[config.mk]
export PLATFORM = sky130hd
export DESIGN_NAME = uart_duty_rx
export DESIGN_NICKNAME = d
export VERILOG_FILES = /design/src/rtl/uart_duty_rx.sv
export SDC_FILE = /design/constraint.sdc
export NUM_CORES = 1
export LEC_CHECK = 0
export ABC_CLOCK_PERIOD_IN_PS = 3800
export BUFFER_PORTS_ARGS = -buffer_cell sky130_fd_sc_hd__buf_2
export CAP_MARGIN = 30
export CORE_ASPECT_RATIO = 0.6
export CORE_MARGIN = 3
export CORE_UTILIZATION = 30
export CTS_CLUSTER_DIAMETER = 40
export DETAILED_ROUTE_END_ITERATION = 12
export PLACE_DENSITY = 0.43
export SLEW_MARGIN = 20
export SYNTH_ARGS = -nofsm -noshare
export SYNTH_HDL_FRONTEND = slang
export SYNTH_SLANG_ARGS = --single-unit
[constraint.sdc]
create_clock -name clk -period 3.8 [get_ports clk]
set_input_delay 0.95 -clock clk [delete_from_list [all_inputs] [get_ports clk]]
set_output_delay 0.95 -clock clk [all_outputs]
set_load 0.02 [all_outputs]
[src/rtl/uart_duty_rx.sv]
// 8N1 UART receiver that latches each good byte into the held PWM duty register.
// Bad stop bits raise a one-cycle error pulse and park the FSM until the line returns high.
module uart_duty_rx #(
   parameter int          BAUD_DIV   = 1042,
   parameter logic [7:0]  DUTY_RESET = 8'h00
) (
   input  logic       clk,
   input  logic       rst_i,
   input  logic       rx_i,
   input  logic       en_i,
   output logic [7:0] duty_o,
   output logic       duty_valid_o,
   output logic       frame_err_o,
   output logic       busy_o
);

   localparam int CW   = $clog2(BAUD_DIV);
   localparam int HALF = BAUD_DIV / 2;

   typedef enum logic [2:0] {S_IDLE, S_START, S_DATA, S_STOP, S_BREAK} state_t;

   state_t          r_state, w_state_nxt;
   logic            r_rx_m, r_rx_s;
   logic [CW-1:0]   r_cnt, w_cnt_nxt;
   logic [2:0]      r_idx, w_idx_nxt;
   logic [7:0]      r_sr, w_sr_nxt;
   logic            w_load, w_err, w_exp, w_half;

   assign w_exp  = (r_cnt == CW'(BAUD_DIV - 1));
   assign w_half = (r_cnt == CW'(HALF - 1));
   assign busy_o = (r_state != S_IDLE);

   always_ff @(posedge clk or posedge rst_i) begin
      if (rst_i) r_state <= S_IDLE;
      else       r_state <= w_state_nxt;
   end

   always_comb begin
      w_state_nxt = r_state;
      w_cnt_nxt   = r_cnt + CW'(1);
      w_idx_nxt   = r_idx;
      w_sr_nxt    = r_sr;
      w_load      = 1'b0;
      w_err       = 1'b0;
      case (r_state)
         S_IDLE: begin
            w_cnt_nxt = '0;
            if (!r_rx_s) w_state_nxt = S_START;
         end
         S_START: if (w_half) begin
            // Start bit must still be low at its centre, otherwise it was a glitch
            w_cnt_nxt = '0;
            w_idx_nxt = '0;
            w_state_nxt = r_rx_s ? S_IDLE : S_DATA;
         end
         S_DATA: if (w_exp) begin
            w_cnt_nxt = '0;
            w_sr_nxt  = {r_rx_s, r_sr[7:1]};
            w_idx_nxt = r_idx + 3'd1;
            if (r_idx == 3'd7) w_state_nxt = S_STOP;
         end
         S_STOP: if (w_exp) begin
            w_cnt_nxt = '0;
            if (r_rx_s) begin
               w_load      = en_i;
               w_state_nxt = S_IDLE;
            end else begin
               w_err       = 1'b1;
               w_state_nxt = S_BREAK;
            end
         end
         S_BREAK: begin
            w_cnt_nxt = '0;
            if (r_rx_s) w_state_nxt = S_IDLE;
         end
         default: w_state_nxt = S_IDLE;
      endcase
   end

   always_ff @(posedge clk or posedge rst_i) begin
      if (rst_i) begin
         r_rx_m       <= 1'b1;
         r_rx_s       <= 1'b1;
         r_cnt        <= '0;
         r_idx        <= '0;
         r_sr         <= '0;
         duty_o       <= DUTY_RESET;
         duty_valid_o <= 1'b0;
         frame_err_o  <= 1'b0;
      end else begin
         r_rx_m       <= rx_i;
         r_rx_s       <= r_rx_m;
         r_cnt        <= w_cnt_nxt;
         r_idx        <= w_idx_nxt;
         r_sr         <= w_sr_nxt;
         if (w_load) duty_o <= r_sr;
         duty_valid_o <= w_load;
         frame_err_o  <= w_err;
      end
   end

endmodule

# Word level (Yosys, flattened, before mapping)
# Index checks and enable logic that the tools add are counted.
totals:
  elab_cells: 53
  inputBits: 4
  ram_bits: 0
  output_inout_bits: 11
  latch_bits: 0
  memories: 0
  mem_bits_ro: 0
  regBits: 37
op_classes:
  order_cmp: 0
  n_div: 0
  mul: 0
  mux: 21
  n_reduce_logical: 8
  eq_ne: 13
  n_shift: 0
  n_addsub: 2
  bitwise: 0
op_table:
  columns: ["op", "n"]
  rows:
  - ["$pmux 11 s3", 1]
  - ["$mux 3", 9]
  - ["$mux 11", 2]
  - ["$pmux 3 s5", 1]
  - ["$ne 2x2->1 const B", 6]
  - ["$add 11x1->11 const B", 1]
  - ["$eq 11x10->1 const B", 1]
  - ["$eq 11x11->1 const B", 1]
  - ["$eq 3x2->1 const B", 2]
  - ["$eq 3x3->1 const B", 2]
  - ["$mux 1", 6]
  - ["$pmux 3 s2", 1]
  - ["$reduce_and 6->1", 1]
  - ["$reduce_or 2->1", 2]
  - ["$add 3x1->3 const B", 1]
  - ["$eq 3x1->1 const B", 1]
  - ["$logic_not 3->1", 1]
  - ["$reduce_and 3->1", 1]
  - ["$reduce_bool 3->1", 1]
  - ["$mux 2", 1]
  - ["$reduce_and 2->1", 1]
  - ["$reduce_bool 2->1", 1]

# Depth between registers and ports, before layout
# Gate-level depths: netlist (run 1).
depth:
  word_depth: 4
  ltp_mapped: 7
  ltp_nobuf: 6

# Least setup slack after synthesis (run 1)
# OpenSTA, ideal clock, no wires.
synth_timing:
  path_kind: "register -> output"
  start: "register r_state[0]"
  end: "output busy_o"
  arrival_ps: 910
  setup_slack_ps: 1940
  path_stages_with_launch: 3
  required_ps: 2850
  n_path_buf: 1
  path_cell_list: "dfrtp_1 buf_2 or3_1"
synth_between:
  elab_chain_len: 1
synth_rtl:
  columns: ["element", "line", "text"]
  rows:
  - ["start, declared", "22", "state_t r_state, w_state_nxt;"]
  - ["start signal, assigned", "35", "else r_state <= w_state_nxt;"]
  - ["$reduce_bool 3->1", "31", "assign busy_o = (r_state != S_IDLE);"]
  - ["end, declared", "14", "output logic busy_o"]
# No other way between the ends.

# Worst setup path in the final report (run 1)
# Same ends and word-level chain as after synthesis.

==> metrics.txt, run 1 <==
delay of the slowest critical-path stage=510 ps; DRC viols=0; root buffer cell=clkbuf_8; synth unique cells=35; Synth Instances=133; Synth Flop Type=dfrtp_1; CP startpoint kind=flop; chip height=63.9 um; DRT iter0 DRCs=35; Multi-input gate area=709 sq um; Post-Route WL=3050 um; slowest CP cell=dfrtp_1; CP Cell Sequence=or3_1 > buf_2; first-pass detailed-route iteration total=4; fin crit period=2260 ps; initial antenna violation count=0; vias in the first global route=1051; slew at the pin closest to its max-slew limit=861 ps; placer congestion estimate=0.800; Slew HR=0.424; leakage=0.000911 uW; Area growth syn-to-layout=15.5%; hpwl dp=2170 um; Seq cells post-synth=37; worst path arrival time=1310 ps; RSZ-0062 raised after global routing=no; row count=20; Num Clock Sinks=37; Syn Area/Cell=12.6 sq um; async set-or-reset flop fraction in the synthesized netlist=1.00; HP Class=flop to flop; Hold Worst Slack=357 ps; Setup CP Type=flop to output port; # nets final=161; most frequent cells in the layout=dfrtp_1, mux2_2, buf_2, nor3_1, xor2_1; PortBufs=14; H-Tree Depth=2; DR vias/cell=4.77; VDD IR max=146 uV; CTS tree=built; clk buf depth=2; total negative slack=0 ps; Starting Density=0.320; commonest non-fill, non-tap cell in the layout=dfrtp_1; fill cell count=504; WL/cell=13.9 um; I/O pins=15; synth warn=0; PwrDens=392 mW/mm^2; post-synthesis sequential area ratio=0.555; first-pass GRT wire length=5290 um; Post-synth EDFFs=0; grt total ovfl=0; Synth Cell Area=0.00167 sq mm; f_max=442 MHz; status=completed; Worst Setup End Kind=output port; maximum fanout along the worst path=10; Max Cap Viol=0; Die ar.=0.00654 sq mm; hold_buf cts=0; critical path buffer and inverter count=1; Die X-Extent=102 um; largest net degree at the start of global routing=38; vias post-DR=1045; Slew Limit Fails=0; fraction of layout cells with a size suffix above 1=0.314; PostCTS Resize Cnt=0; clk_lat worst skew=280 ps; total CTS buffers=5; Syn Nets=142; final hold vios=0; number of routed nets with antenna violations=0; # setup viols final=0; Antenna diodes=0; Clock Skew=2.79 ps; CP top delay family=flip-flops; fin crit share=0.595; total track usage=0.105; Worst EP required=2850 ps; total setup buffers inserted after CTS=0; Storage cell area=928 sq um; CTS clk-pin slew, worst paths=70 ps; core area=0.00523 sq mm
registers in the layout, summed over array words and instances, names as in the netlist:
name,flops
duty_valid_o,1
r_rx_m,1
frame_err_o,1
r_idx,3
duty_o,8
r_rx_s,1
r_cnt,11
r_state,3
r_sr,8
per-stage QoR:
step	worst slack (ps)	utilization	cells	instance area (sq um)	total power [uW]
after global placement	1640	0.346	210	1810	416
final	1540	0.370	219	1930	757
after floorplan	1940	-	133	1670	410
after global routing	1430	0.370	219	1930	786
after detailed placement	1610	0.346	210	1810	416
after CTS	1520	0.368	218	1930	770
Yosys cell counts (2+ instances only):
| cell | instances | area [sq um] |
|---|---|---|
| nand3_1 | 7 | 35.0 |
| or3_1 | 2 | 12.5 |
| nor3_1 | 10 | 50.1 |
| inv_1 | 3 | 11.3 |
| nand2_1 | 5 | 18.8 |
| ha_1 | 5 | 62.6 |
| nand4_1 | 4 | 25.0 |
| mux2_2 | 17 | 191 |
| and4_1 | 3 | 26.3 |
| nor2_1 | 5 | 18.8 |
| buf_2 | 2 | 10.0 |
| xor2_1 | 8 | 70.1 |
| dfrtp_1 | 35 | 876 |
| a21oi_1 | 4 | 20.0 |
| a22o_1 | 2 | 17.5 |
| dfstp_2 | 2 | 52.6 |
report_power, final:
part           switching [uW]  internal [uW]
Sequential               1.11            396
Combinational            8.61           2.20
Clock                     136            214
metal layers:
metal | GRT usage | up-vias | wire length (um)
met5 | 0 | - | 0
met2 | 0.129 | 22 | 1130
met1 | 0.164 | 500 | 1740
met3 | 0.0403 | 5 | 145
li1 | - | 518 | -
met4 | 0.0344 | 0 | 36
layout make-up:
cell class	count	area share
Sequential cell	37	0.480
Multi-Input combinational cell	89	0.367
Clock buffer	7	0.0447
Timing Repair Buffer	16	0.0440
Tap cell	66	0.0427
Clock inverter	1	0.0155
Inverter	3	0.00583
cells by family (layout without fill, tap and decap cells):
family / count (synthesis) / after routing / share of synthesized area
simple gates: 49 / 49 / 0.190
flops: 37 / 37 / 0.555
mux: 17 / 17 / 0.114
compound gates: 9 / 9 / 0.0351
xor+xnor: 9 / 9 / 0.0471
buf+inv: 7 / 27 / 0.0217
fa+ha+maj: 5 / 5 / 0.0374
final timing paths:
kind,start,end,slack (ps),cells past startpoint
max in group asynchronous,rst_i,r_rx_s,2680,3
worst min register to register,r_rx_m,r_rx_s,360,0
worst max register to register,r_cnt[1],r_sr[5],1570,6
worst min-delay path,r_rx_m,r_rx_s,360,0
worst max-delay path,r_state[0],busy_o,1540,2
min in group asynchronous,rst_i,r_cnt[3],760,3
(Power assumes the default switching activity.)
==> run 2: changes to the inputs <==
--- a/config.mk
+++ b/config.mk
@@ -5,7 +5,8 @@
 export SDC_FILE = /design/constraint.sdc
 export NUM_CORES = 1
 export LEC_CHECK = 0
-export ABC_CLOCK_PERIOD_IN_PS = 3800
+export ABC_AREA = 1
+export ABC_CLOCK_PERIOD_IN_PS = 2300
 export BUFFER_PORTS_ARGS = -buffer_cell sky130_fd_sc_hd__buf_2
 export CAP_MARGIN = 30
 export CORE_ASPECT_RATIO = 0.6
==> constraint.sdc (replaced) <==
create_clock -name clk -period 2.3 [get_ports clk]
set_input_delay 0.575 -clock clk [delete_from_list [all_inputs] [get_ports clk]]
set_output_delay 0.575 -clock clk [all_outputs]
set_load 0.02 [all_outputs]
==> run 2 against run 1 <==
Via count increased by 19%. Cell area grew 6.5%. Sequential share of layout area shrank 2.9 points. Cell count up 40%. Critical path type unchanged. Largest power group unchanged.
==> metrics.txt, run 2 <==
total negative slack=0 ps; largest net degree at the start of global routing=38; most frequent cells in the layout=nand2_1, dfrtp_1, inv_1, nor2_1, o21ai_2; Comb power frac=0.017; Slew Limit Fails=0; core area=0.00573 sq mm; CP startpoint kind=flop; commonest cells in the netlist=nand2_1, dfrtp_1, inv_1; Synth Instances=206; # setup viols final=0; Die ar.=0.00711 sq mm; clk_lat worst skew=290 ps; total CTS buffers=5; total setup buffers inserted after CTS=0; PostCTS Resize Cnt=0; max reg flops=11; WL/cell=11.0 um; f_max=550 MHz; PortBufs=14; maximum fanout along the worst path=6; NetSw=247 uW; clk buf depth=2; largest cells by area after synthesis=dfrtp_1, nand2_1, o21ai_2; initial antenna violation count=0; CTS clk-pin slew, worst paths=80 ps; commonest non-fill, non-tap cell in the layout=nand2_1; Worst Setup End Kind=output port; hold_buf cts=0; # nets final=234; number of routed nets with antenna violations=0; worst path arrival time=1240 ps; worst r2r path cells=9; first-pass detailed-route iteration total=4; Seq cells post-synth=37; most common cell in the netlist=nand2_1; VDD IR max=185 uV; leakage=0.00105 uW; Tot Pwr=1110 uW; largest area contributor in the netlist=dfrtp_1; final hold vios=0; slew at the pin closest to its max-slew limit=470 ps; Post-synth EDFFs=0; CTS tree=built; synth warn=0; first-pass GRT wire length=5840 um; RSZ-0062 raised after global routing=no; Max Cap Viol=0; Starting Density=0.320; H-Tree Depth=2; Synth top area share=0.478; fin crit share=0.791; Worst EP required=1730 ps; PwrDens=541 mW/mm^2; DR vias/cell=4.06; async set-or-reset flop fraction in the synthesized netlist=1.00; DRT iter0 DRCs=53; Synth Flop Type=dfrtp_1; hpwl dp=2450 um; Post-Route WL=3370 um; Int Pwr=867 uW; chip height=66.5 um; DRC viols=0; Die X-Extent=107 um; Seq pwr share=0.588; clock network power share=0.395; fin crit period=1820 ps; Syn Area/Cell=8.89 sq um; synth unique cells=25; total track usage=0.109; vias post-DR=1243; status=completed; sw frac=0.222; placer congestion estimate=0.843; vias in the first global route=1151; Syn Nets=215; Clock Skew=6.93 ps; fraction of layout cells with a size suffix above 1=0.239; I/O pins=15; Top reg by flops=r_cnt; post-synthesis sequential area ratio=0.507; R2R Setup Slk=690 ps; WHS Path Cells=0; Synth Cell Area=0.00183 sq mm; Num Clock Sinks=37; grt total ovfl=0; Area growth syn-to-layout=12.4%; root buffer cell=clkbuf_8; Setup CP Type=flop to output port; row count=21; Antenna diodes=0; HP Class=flop to flop; Slew HR=0.687; biggest regs=r_cnt (11), duty_o (8), r_sr (8)
[run 2: cell types whose count changed after synthesis, moves of 3 or more]
cell,change
a21oi_1,-4
nor3_1,-8
inv_1,+24
o21ai_2,+15
and4_1,-3
nor2_1,+21
nand2_2,+4
inv_2,+3
mux2_2,-17
nand2_1,+47
[run 2: worst max-delay path: stages, from the launching register on]
cell     delay (ps)
dfrtp_1         440
nor2_1          250
nand2_1          90
buf_2           170
[run 2: power by group through the flow]
stage                     Clock, uW  Sequential [uW]  Combinational, uW
final                           441              655               18.9
after global routing            508              655               23.3
after CTS                       470              655               20.7
after detailed placement          0              668               20.6
after global placement            0              668               21.4
after floorplan                   0              667               11.8
[run 2: path summary, 6_finish.rpt]
check,from,end
max in group asynchronous,rst_i,r_rx_s
min in group asynchronous,rst_i,r_cnt[1]
hold / removal,r_rx_m,r_rx_s
setup / recovery,r_state[0],busy_o
setup reg to reg,r_cnt[1],r_idx[0]
hold reg to reg,r_rx_m,r_rx_s
[run 2: cell type report]
class	instances	area, sq um
Clock buffer	6	72.6
Timing Repair Buffer	15	77.6
Tap cell	80	100
Fill cell	624	3670
Inverter	32	126
Multi-Input combinational cell	134	743
Sequential cell	37	928
Clock inverter	2	10.0
[run 2: per-stage QoR]
stage / util / area, sq um / setup WS (ps) / std cells / hold slack [ps]
finish: 0.359 / 2060 / 480 / 306 / 358
global route: 0.359 / 2060 / 347 / 306 / 359
CTS: 0.359 / 2060 / 454 / 306 / 359
detailed placement: 0.345 / 1980 / 702 / 298 / 348
global placement: 0.345 / 1980 / 693 / 298 / 349
floorplan: - / 1830 / 896 / 206 / 345
[run 2: per-layer routing]
| layer | vias to the layer above | track usage | share of wire |
|---|---|---|---|
| met4 | 0 | 0.0383 | 0.012 |
| met1 | 555 | 0.173 | 0.60 |
| met5 | - | 0 | 0 |
| li1 | 667 | - | - |
| met3 | 4 | 0.0436 | 0.047 |
| met2 | 17 | 0.126 | 0.34 |
[run 2: cells by family (layout without fill, tap and decap cells)]
logic type                 count (synthesis)  in the layout  share of synthesized area
AOI/OAI and AO/OA                         17             17                     0.0786
xor gates and xnor gates                   8              8                     0.0383
adders and majority gates                  5              5                     0.0342
buffers and inverters                     35             55                     0.0874
DFF                                       37             37                      0.507
and+or+nand+nor                          104            104                      0.255
==> run 3: changes to the inputs <==
--- a/config.mk
+++ b/config.mk
@@ -6,7 +6,7 @@
 export NUM_CORES = 1
 export LEC_CHECK = 0
 export ABC_AREA = 1
-export ABC_CLOCK_PERIOD_IN_PS = 2300
+export ABC_CLOCK_PERIOD_IN_PS = 1670
 export BUFFER_PORTS_ARGS = -buffer_cell sky130_fd_sc_hd__buf_2
 export CAP_MARGIN = 30
 export CORE_ASPECT_RATIO = 0.6
@@ -14,7 +14,7 @@
 export CORE_UTILIZATION = 30
 export CTS_CLUSTER_DIAMETER = 40
 export DETAILED_ROUTE_END_ITERATION = 12
-export PLACE_DENSITY = 0.43
+export PLACE_DENSITY = 0.44
 export SLEW_MARGIN = 20
 export SYNTH_ARGS = -nofsm -noshare
 export SYNTH_HDL_FRONTEND = slang
==> constraint.sdc (replaced) <==
create_clock -name clk -period 1.67 [get_ports clk]
set_input_delay 0.4175 -clock clk [delete_from_list [all_inputs] [get_ports clk]]
set_output_delay 0.4175 -clock clk [all_outputs]
set_load 0.02 [all_outputs]
==> run 3 against run 2 <==
Hold slack got worse by 190 ps. Power increased by 46%. Wire length increased by 0.89%. Highest routed layer unchanged. Cell count increased by 0.33%. Global-route usage decreased by 0.18 points.
==> metrics.txt, run 3 (synthesis gave the netlist of run 2 again) <==
reg2reg end=r_idx[0]; Max Cap Viol=0; PwrDens=774 mW/mm^2; max reg flops=11; total negative slack=0 ps; delay of the slowest critical-path stage=470 ps; CTS tree=built; root buffer cell=clkbuf_8; RSZ-0062 raised after global routing=yes; first-pass GRT wire length=5730 um; I/O pins=15; commonest non-fill, non-tap cell in the layout=nand2_1; number of routed nets with antenna violations=0; Critical R2R Launch=r_cnt[1]; hpwl dp=2500 um; Post-Route WL=3400 um; Clock Skew=7.43 ps; DR vias/cell=3.98; largest net degree at the start of global routing=38; f_max=623 MHz; CP Cell Sequence=nor2_2 > nand2_1 > buf_2; Worst EP required=1250 ps; first-pass detailed-route iteration total=4; DRC viols=0; H-Tree Depth=2; Storage cell area=928 sq um; hold_buf cts=0; Top reg by flops=r_cnt; worst path arrival time=1190 ps; vias in the first global route=1108; fill cell count=627; Starting Density=0.320; # nets final=235; Worst setup startpoint=r_state[0]; core area=0.00573 sq mm; leakage=0.00106 uW; chip height=66.5 um; Slew Limit Fails=0; Tot Pwr=1630 uW; vias post-DR=1222; slowest CP cell=dfrtp_1; Multi-input gate area=754 sq um; R2R Setup Slk=150 ps; Setup WS post-layout=65.7 ps; biggest regs=r_cnt (11), duty_o (8), r_sr (8); total track usage=0.108; Slew HR=0.710; fin crit period=1600 ps; Worst Setup End Kind=output port; grt total ovfl=0; row count=21; Num Clock Sinks=37; Antenna diodes=0; WL/cell=11.1 um; Die X-Extent=107 um; initial antenna violation count=0; fin crit share=0.961; worst r2r path cells=9; Setup Slack @ Placement=130 ps; most frequent cells in the layout=nand2_1, dfrtp_1, inv_1, nor2_1, o21ai_2; VDD IR max=242 uV; PortBufs=14; placer congestion estimate=0.750; status=completed; fraction of layout cells with a size suffix above 1=0.251; Die ar.=0.00711 sq mm; maximum fanout along the worst path=6; final hold vios=0; Area growth syn-to-layout=15.1%; final core occ=0.368; # setup viols final=0; clk buf depth=2; Setup CP Type=flop to output port; CTS clk-pin slew, worst paths=80 ps; CP startpoint kind=flop; HP Class=input pin to async pin; clk_lat worst skew=290 ps; DRT iter0 DRCs=60; slew at the pin closest to its max-slew limit=434 ps; total CTS buffers=5; Hold Worst Slack=165 ps
run 3: changes by cell type in the layout (fill, tap and decap cells not counted):
| cell | before | now |
|---|---|---|
| nand2_8 | 0 | 1 |
| nand2_4 | 2 | 1 |
| buf_12 | 0 | 1 |
| clkbuf_1 | 1 | 0 |
| clkinv_2 | 3 | 2 |
| nor2_1 | 26 | 25 |
| nor2_2 | 2 | 3 |
| clkbuf_8 | 5 | 7 |
run 3: critical path: cells and delay by family (launching register included):
kind / cells / cell delay [ps]
DFF: 1 / 470
and+or+nand+nor: 2 / 260
buffers and inverters: 1 / 160
run 3: worst max-delay path by stage:
| stage | to | slack, ps | cells after the start |
|---|---|---|---|
| finish | busy_o | 70 | 3 |
| global route | r_state[0] | -20 | 9 |
| CTS | busy_o | 60 | 3 |
| detailed placement | r_idx[0] | 130 | 9 |
| global placement | r_idx[0] | 150 | 9 |
| floorplan | r_idx[0] | 320 | 10 |
run 3: repair_timing:
item,in CTS,in global routing
pin swaps,0,0
gates resized for setup,1,1
setup buffers,0,0
endpoints found under the setup margin,1,2
gates cloned,0,0
run 3: per-stage QoR:
stage | instances | area, sq um
6_report | 307 | 2110
5_1_grt | 307 | 2110
4_1_cts | 307 | 2100
3_5_place_dp | 299 | 2000
3_3_place_gp | 299 | 2000
2_1_floorplan | 206 | 1830
run 3: final cells by class:
| cell class | count | area share |
|---|---|---|
| clock buffers | 7 | 0.0457 |
| clock inverters | 1 | 0.00237 |
| inverters | 32 | 0.0599 |
| multi-input cells | 134 | 0.358 |
| flip-flops and latches | 37 | 0.440 |
| well taps | 80 | 0.0475 |
| repair buffers | 16 | 0.0463 |
run 3: layer usage:
metal,share of wire,GRT usage,vias to the layer above,routed length (um)
met2,0.30,0.110,20,1020
met3,0.046,0.0387,8,156
li1,-,-,669,-
met4,0.017,0.0431,0,58
met1,0.64,0.181,525,2160
met5,0,0,-,0
run 3: where the power goes:
part	leakage, uW	internal, uW	switching (uW)
clock network	0.0000542	373	325
registers	0.000495	900	2.60
logic	0.000507	8.67	21.8
total	0.00106	1280	349
